### src/rtl/pwm_fade_ctrl.sv
// rtl/pwm_fade_ctrl.sv - step strobe generator and period-aligned linear duty ramp for the pwm block
module pwm_fade_ctrl #(
  parameter int N        = 8,
  parameter int STEP_DIV = 100,
  parameter int RATE_W   = 8
) (
  input  logic              clk,
  input  logic              rst,
  input  logic              cmd_valid,
  output logic              cmd_ready,
  input  logic [N-1:0]      cmd_target,
  input  logic [RATE_W-1:0] cmd_rate,
  input  logic              abort,
  output logic              step,
  output logic [N-1:0]      duty,
  output logic              busy,
  output logic              done
);

  localparam logic [15:0]       DIV_MAX = 16'(STEP_DIV - 1);
  localparam logic [N-1:0]      PER_MAX = '1;
  localparam logic [N-1:0]      ONE     = 1;
  localparam logic [RATE_W-1:0] RONE    = 1;

  typedef enum logic {IDLE, FADE} state_t;

  state_t            state, state_nxt;
  logic [15:0]       div_cnt, div_nxt;
  logic [N-1:0]      per_cnt;
  logic [N-1:0]      tgt, tgt_nxt;
  logic [N-1:0]      duty_nxt, duty_step;
  logic [RATE_W-1:0] rate, rate_nxt;
  logic [RATE_W-1:0] rate_cnt, rate_cnt_nxt;
  logic              period_end;
  logic              done_nxt;

  assign div_nxt    = (div_cnt == DIV_MAX) ? 16'd0 : div_cnt + 16'd1;
  assign period_end = step & (per_cnt == PER_MAX);
  assign duty_step  = (tgt > duty) ? duty + ONE : duty - ONE;
  assign cmd_ready  = (state == IDLE);

  // step is registered from the next prescaler value so it lines up with div_cnt == STEP_DIV-1
  always_ff @(posedge clk) begin
    if (rst) begin
      state    <= IDLE;
      div_cnt  <= '0;
      step     <= 1'b0;
      per_cnt  <= '0;
      tgt      <= '0;
      rate     <= '0;
      rate_cnt <= '0;
      duty     <= '0;
      busy     <= 1'b0;
      done     <= 1'b0;
    end else begin
      div_cnt <= div_nxt;
      step    <= (div_nxt == DIV_MAX);
      if (step) begin
        per_cnt <= per_cnt + ONE;
      end
      state    <= state_nxt;
      tgt      <= tgt_nxt;
      rate     <= rate_nxt;
      rate_cnt <= rate_cnt_nxt;
      duty     <= duty_nxt;
      busy     <= (state_nxt == FADE);
      done     <= done_nxt;
    end
  end

  always_comb begin
    state_nxt    = state;
    tgt_nxt      = tgt;
    rate_nxt     = rate;
    rate_cnt_nxt = rate_cnt;
    duty_nxt     = duty;
    done_nxt     = 1'b0;
    case (state)
      IDLE: begin
        if (cmd_valid) begin
          tgt_nxt      = cmd_target;
          rate_nxt     = cmd_rate;
          rate_cnt_nxt = '0;
          if (cmd_target == duty) begin
            done_nxt = 1'b1;
          end else begin
            state_nxt = FADE;
          end
        end
      end
      FADE: begin
        // abort takes priority over a coincident period-boundary update
        if (abort) begin
          state_nxt    = IDLE;
          rate_cnt_nxt = '0;
        end else if (period_end) begin
          if (rate_cnt == rate) begin
            rate_cnt_nxt = '0;
            duty_nxt     = duty_step;
            if (duty_step == tgt) begin
              state_nxt = IDLE;
              done_nxt  = 1'b1;
            end
          end else begin
            rate_cnt_nxt = rate_cnt + RONE;
          end
        end
      end
      default: state_nxt = IDLE;
    endcase
  end

endmodule
### config.mk
export PLATFORM = sky130hd
export DESIGN_NAME = pwm_fade_ctrl
export DESIGN_NICKNAME = d
export VERILOG_FILES = /design/src/rtl/pwm_fade_ctrl.sv
export SDC_FILE = /design/constraint.sdc
export NUM_CORES = 1
export LEC_CHECK = 0
export ABC_AREA = 1
export CAP_MARGIN = 20
export CORE_MARGIN = 1.5
export CORE_UTILIZATION = 35
export DETAILED_ROUTE_END_ITERATION = 7
export PLACE_DENSITY_LB_ADDON = 0.25
export RECOVER_POWER = 25
export SLEW_MARGIN = 20
export SYNTH_ARGS = -nofsm -noshare
export SYNTH_HDL_FRONTEND = slang
export SYNTH_SLANG_ARGS = --single-unit
### constraint.sdc
create_clock -name clk -period 8.05 [get_ports clk]
set_input_delay 1.61 -clock clk [delete_from_list [all_inputs] [get_ports clk]]
set_output_delay 1.61 -clock clk [all_outputs]
set_load 0.02 [all_outputs]
After elaboration in Yosys (flattened, before gate mapping)
Index checks and enable logic that the tools add are counted.
{"block": "op_classes", "reduce_logical": 3, "shift": 0, "addsub": 5, "mul": 0, "mux": 21, "n_bitwise": 3, "div_mod_pow": 0, "magnitude_cmp": 1, "eq_ne": 8}
{"operator": "8-bit 2-to-1 mux", "count": 5}
{"operator": "16-bit by 7-bit equality test with 1-bit output, second input constant", "count": 2}
{"operator": "8-bit by 1-bit adder with 8-bit output, second input constant", "count": 3}
{"operator": "8-bit equality test", "count": 3}
{"operator": "16-bit by 1-bit adder with 16-bit output, second input constant", "count": 1}
{"operator": "16-bit 2-to-1 mux", "count": 1}
{"operator": "8-bit one-hot mux with 2 select lines", "count": 1}
{"operator": "1-bit 2-to-1 mux", "count": 12}
{"operator": "8-bit equality test, second input constant", "count": 1}
{"operator": "8-bit greater-than comparator", "count": 1}
{"operator": "8-bit by 1-bit subtractor with 8-bit output, second input constant", "count": 1}
{"operator": "1-bit one-hot mux with 2 select lines", "count": 2}
{"operator": "2-bit AND reduction", "count": 2}
{"operator": "4-bit AND reduction", "count": 1}
{"operator": "3-bit by 2-bit != test with 1-bit output, second input constant", "count": 1}
{"operator": "2-bit != test, second input constant", "count": 1}
{"operator": "1-bit inverter", "count": 2}
{"operator": "1-bit AND", "count": 1}
{"block": "word_totals", "latch_bits": 0, "word_cells": 50, "memories": 0, "output_inout_bits": 12, "reg_bits": 59, "mem_bits_ro": 0, "ramBits": 0, "input_bits": 20}

Depth between registers and ports, before layout
{"block": "depth", "depth_word": 8, "depth_mapped": 26, "ltp_nobuf": 26}

Worst setup path after synthesis
OpenSTA, ideal clock, no wires.
{"block": "synth_timing", "path_type": "register to register", "from": "register duty[1]", "to": "register done", "path_slack_ns": 5.106, "stages_incl_launch_ff": 24, "n_path_buf": 0, "arrival_ns": 2.873, "setup_ns": 0.071, "synth_period_minus_slack_ns": 2.944, "required_ns": 7.979, "cell_sequence": "dfxtp_1 -> inv_1 -> ha_1 -> nand2_1 -> nand2_1 -> nand2_1 -> nand2_1 -> nand2_1 -> nand2_1 -> nand2_1 -> inv_1 -> fa_1 -> inv_1 -> a21oi_1 -> nand2_1 -> nor2_1 -> nand2_1 -> nor2_1 -> nand3_1 -> nor2_1 -> nand2_1 -> nor2_1 -> nand3_1 -> a21oi_1"}
{"block": "synth_between", "elab_chain_len": 8, "elab_cells_between_ends": 13, "classes_between": "add/sub: 2; order compare: 1; eq/ne: 2; mux: 8"}
{"item": "start, declared", "line": "15", "source": "output logic [N-1:0] duty,"}
{"item": "start signal, assigned", "line": "65", "source": "duty <= duty_nxt;"}
{"item": "8-bit by 1-bit subtractor with 8-bit output, or another cell as far along", "line": "39", "source": "assign duty_step = (tgt > duty) ? duty + ONE : duty - ONE;"}
{"item": "8-bit 2-to-1 mux", "line": "39"}
{"item": "8-bit equality test", "line": "100", "source": "if (duty_step == tgt) begin"}
{"item": "1-bit 2-to-1 mux", "line": "100"}
{"item": "1-bit 2-to-1 mux", "line": "97", "source": "if (rate_cnt == rate) begin"}
{"item": "1-bit 2-to-1 mux", "line": "96", "source": "end else if (period_end) begin"}
{"item": "1-bit 2-to-1 mux", "line": "93", "source": "if (abort) begin"}
{"item": "1-bit one-hot mux with 2 select lines (*)", "line": "78", "source": "case (state)"}
{"item": "end signal, assigned", "line": "67", "source": "done <= done_nxt;"}
{"item": "end, declared", "line": "17", "source": "output logic done"}
Mark *: on every way between the ends. The rest lies on a longest branch, timed or not.
A chain may end at the register's enable or synchronous reset.

==> results by group <==
Logic synthesis
  • Post-Syn Area per Cell: 6.794 um2
  • Yosys top cell area share: 33.69%
  • Register area share after synthesis: 33.69%
  • Most frequent cell after synthesis: nand2_1
  • Synth top area cells: dfxtp_1 (34%), nand2_1 (11%), inv_1 (7.7%)
  • Dominant synthesized flop cell: dfxtp_1
  • Yosys warns: 0
  • Syn_nets: 555
  • Post-synth ARST share: 0%
  • Commonest cells post-synth: nand2_1 (99), inv_1 (72), nor2_1 (65), dfxtp_1 (59), nand3_1 (44)
  • Synth area leader: dfxtp_1
  • Number of synthesized flops with an enable pin: 0
  • Synth Register Bits: 59
  • Synth unique cells: 37
  • Cell area after synthesis: 0.003506 mm2
  • Cells after synthesis: 516

Place
  • Worst slack, placed: 4.261 ns
  • Port buffer count: 31
  • Post-DP Area: 0.003951 mm2
  • Post-DP HPWL: 6261 um
  • Final estimated routing congestion in global placement: 0.8411

Clock network
  • TritonCTS clock tree: yes
  • Postcts setup bufs: 0
  • # clock sinks: 59
  • Largest buffer count on any clock path: 2
  • Total CTS buffers: 9
  • Reg clk slew, reported paths: 0.07 ns
  • Worst-Skew Late Latency: 0.34 ns
  • Cts repair resizes: 0
  • Root buf cell: clkbuf_8
  • # H-tree levels: 3
  • CTS Hold Bufs: 0

Layout
  • Nets: 589
  • Seq. cell area: 0.001181 mm2
  • Final instance area: 0.004144 mm2
  • Share of layout cells above drive strength 1: 5.946%
  • Synth-to-layout area growth: 18.20%
  • Antenna Cells: 0
  • Multi-input logic area: 0.002003 mm2
  • # fillers: 1046

Min path
  • Hold Startpoint: tgt[0]
  • Worst min path class: reg -> reg

Timing
  • Post-route minimum period: 3.464 ns
  • Final Hold Viols: 0
  • Unrepaired setup endpoints after global routing: no
  • Slew Limit Fails: 0
  • Clock Skew: 0.006779 ns
  • Slew headroom: 39.47%
  • Final period util: 43.03%
  • Setup tns final: 0 ns
  • Final hold slack: 0.4619 ns
  • # setup viols final: 0
  • Max Fclk: 288.7 MHz
  • Worst slew pin tran: 0.9050 ns
  • Min setup slack post-route: 4.586 ns

Die
  • IO Pins: 32
  • Die Wd: 103.1 um
  • # rows: 36
  • Die ar.: 0.01063 mm2
  • Initial Util: 36.03%
  • Area of the core: 0.009729 mm2
  • Die Ht: 103.1 um

Flow run
  • Max Cap Violations: 0

Critical path
  • Worst Path Buf+Inv: 2
  • Slowest cell on crit path: dlygate4sd3_1
  • Crit-path cells: dlygate4sd3_1 > inv_1 > o21ai_0 > a21oi_1
  • Crit path kind: in -> reg
  • CP Data Required Time: 8.26 ns
  • Worst Setup End Kind: register
  • Max incr delay on CP: 1.13 ns
  • Critical Path AT: 3.67 ns
  • CP Launch Type: primary input
  • Crit Path Max Fanout: 27
  • Start point of the critical path: rst
  • Cell family with most CP delay: buffers and inverters
  • FF-to-FF Start: duty[7]

GRT
  • Largest net degree at the start of global routing: 28
  • Total GRT Usage: 16.91%
  • Initial antenna violation count: 0
  • Total gr overflow: 0
  • Vias in the first global route: 3129
  • First-pass GRT wire length: 14010 um

Route
  • First drt pass iteration count: 4
  • Avg WL per Cell: 11.86 um
  • DRT iter0 DRCs: 121
  • DRC violations left: 0
  • DRT Wirelength: 8162 um
  • Post-DRT Antenna Nets: 0
  • Via Count: 3238
  • Vias per cell: 4.706

Run status
  • Status: finished, final reports clean

Pwr
  • Power per cell area: 170.1 mW/mm2
  • VDD IR max: 0.07356 mV
  • Static leakage: 1.827 nW
## registers in the layout, indices dropped and copies added, names as in the netlist
register / count
div_cnt: 16
done: 1
duty: 8
per_cnt: 8
rate: 8
rate_cnt: 8
state: 1
step: 1
tgt: 8
## final timing paths
path                  to  slack, ns  cells past startpoint
hold reg to reg   tgt[0]       0.46                      2
setup / recovery  tgt[4]       4.59                      4
setup reg to reg    done       4.67                     20
hold / removal    tgt[0]       0.46                      2
## placed cells by master (no fill, tap or decap), types with 2 or more instances in the layout
| master | netlist | final |
|---|---|---|
| nand3_1 | 44 | 44 |
| nand2_2 | 2 | 2 |
| nand3_2 | 2 | 2 |
| a21oi_1 | 39 | 39 |
| nor4_1 | 4 | 4 |
| clkdlybuf4s50_1 | 0 | 30 |
| xor2_1 | 18 | 18 |
| nor2_2 | 6 | 6 |
| clkinvlp_4 | 0 | 2 |
| nor3_1 | 6 | 6 |
| nand3b_1 | 2 | 2 |
| nand2_1 | 99 | 99 |
| ha_1 | 18 | 18 |
| o21ai_0 | 33 | 33 |
| xnor2_1 | 6 | 6 |
| dfxtp_1 | 59 | 59 |
| nor2_1 | 65 | 65 |
| clkbuf_8 | 0 | 9 |
| inv_1 | 72 | 72 |
| clkinv_2 | 0 | 3 |
| clkinv_1 | 2 | 2 |
| nand4_1 | 14 | 14 |
## tightest hold or removal path, cell delays in order, from the launching register on
cell,delay (ns)
dfxtp_1,0.30
inv_1,0.06
a21oi_1,0.06
## routing by layer
metal	track usage (%)	routed length (um)	up-vias
met4	5.301	66	0
met5	0	0	-
met1	21.41	3974	1444
li1	-	-	1744
met3	3.729	296	6
met2	28.64	3825	44
## cell type report
type	count	share of cell area [%]
Clock buffer	9	2.989
Inverter	76	7.005
Clock inverter	7	1.661
Sequential cell	59	28.50
Timing Repair Buffer	31	7.488
Multi-Input combinational cell	373	48.34
Tap cell	133	4.016
## stage by stage
step / utilization (%) / power [mW] / cells
final: 42.59 / 0.7047 / 688
after floorplan: - / 0.4097 / 516
after global routing: 42.59 / 0.7473 / 688
after detailed placement: 40.61 / 0.4461 / 672
after CTS: 42.59 / 0.7162 / 688
after global placement: 40.61 / 0.4440 / 672
## kinds of logic (layout without fill, tap and decap cells)
group	count (synthesis)	count (layout)	synth area share [%]
simple gates	253	253	32.91
fa+ha+maj	19	19	6.995
compound gates	77	77	11.24
buf+inv	84	123	9.172
xor+xnor	24	24	5.996
flops	59	59	33.69
## report_power, final
part	internal [mW]	switching, mW	total (mW)	leakage [nW]
clock network	0.142	0.124	0.265	0.0950
logic	0.0503	0.0806	0.131	1.25
registers	0.301	0.00750	0.308	0.480
(Power assumes the default switching activity.)
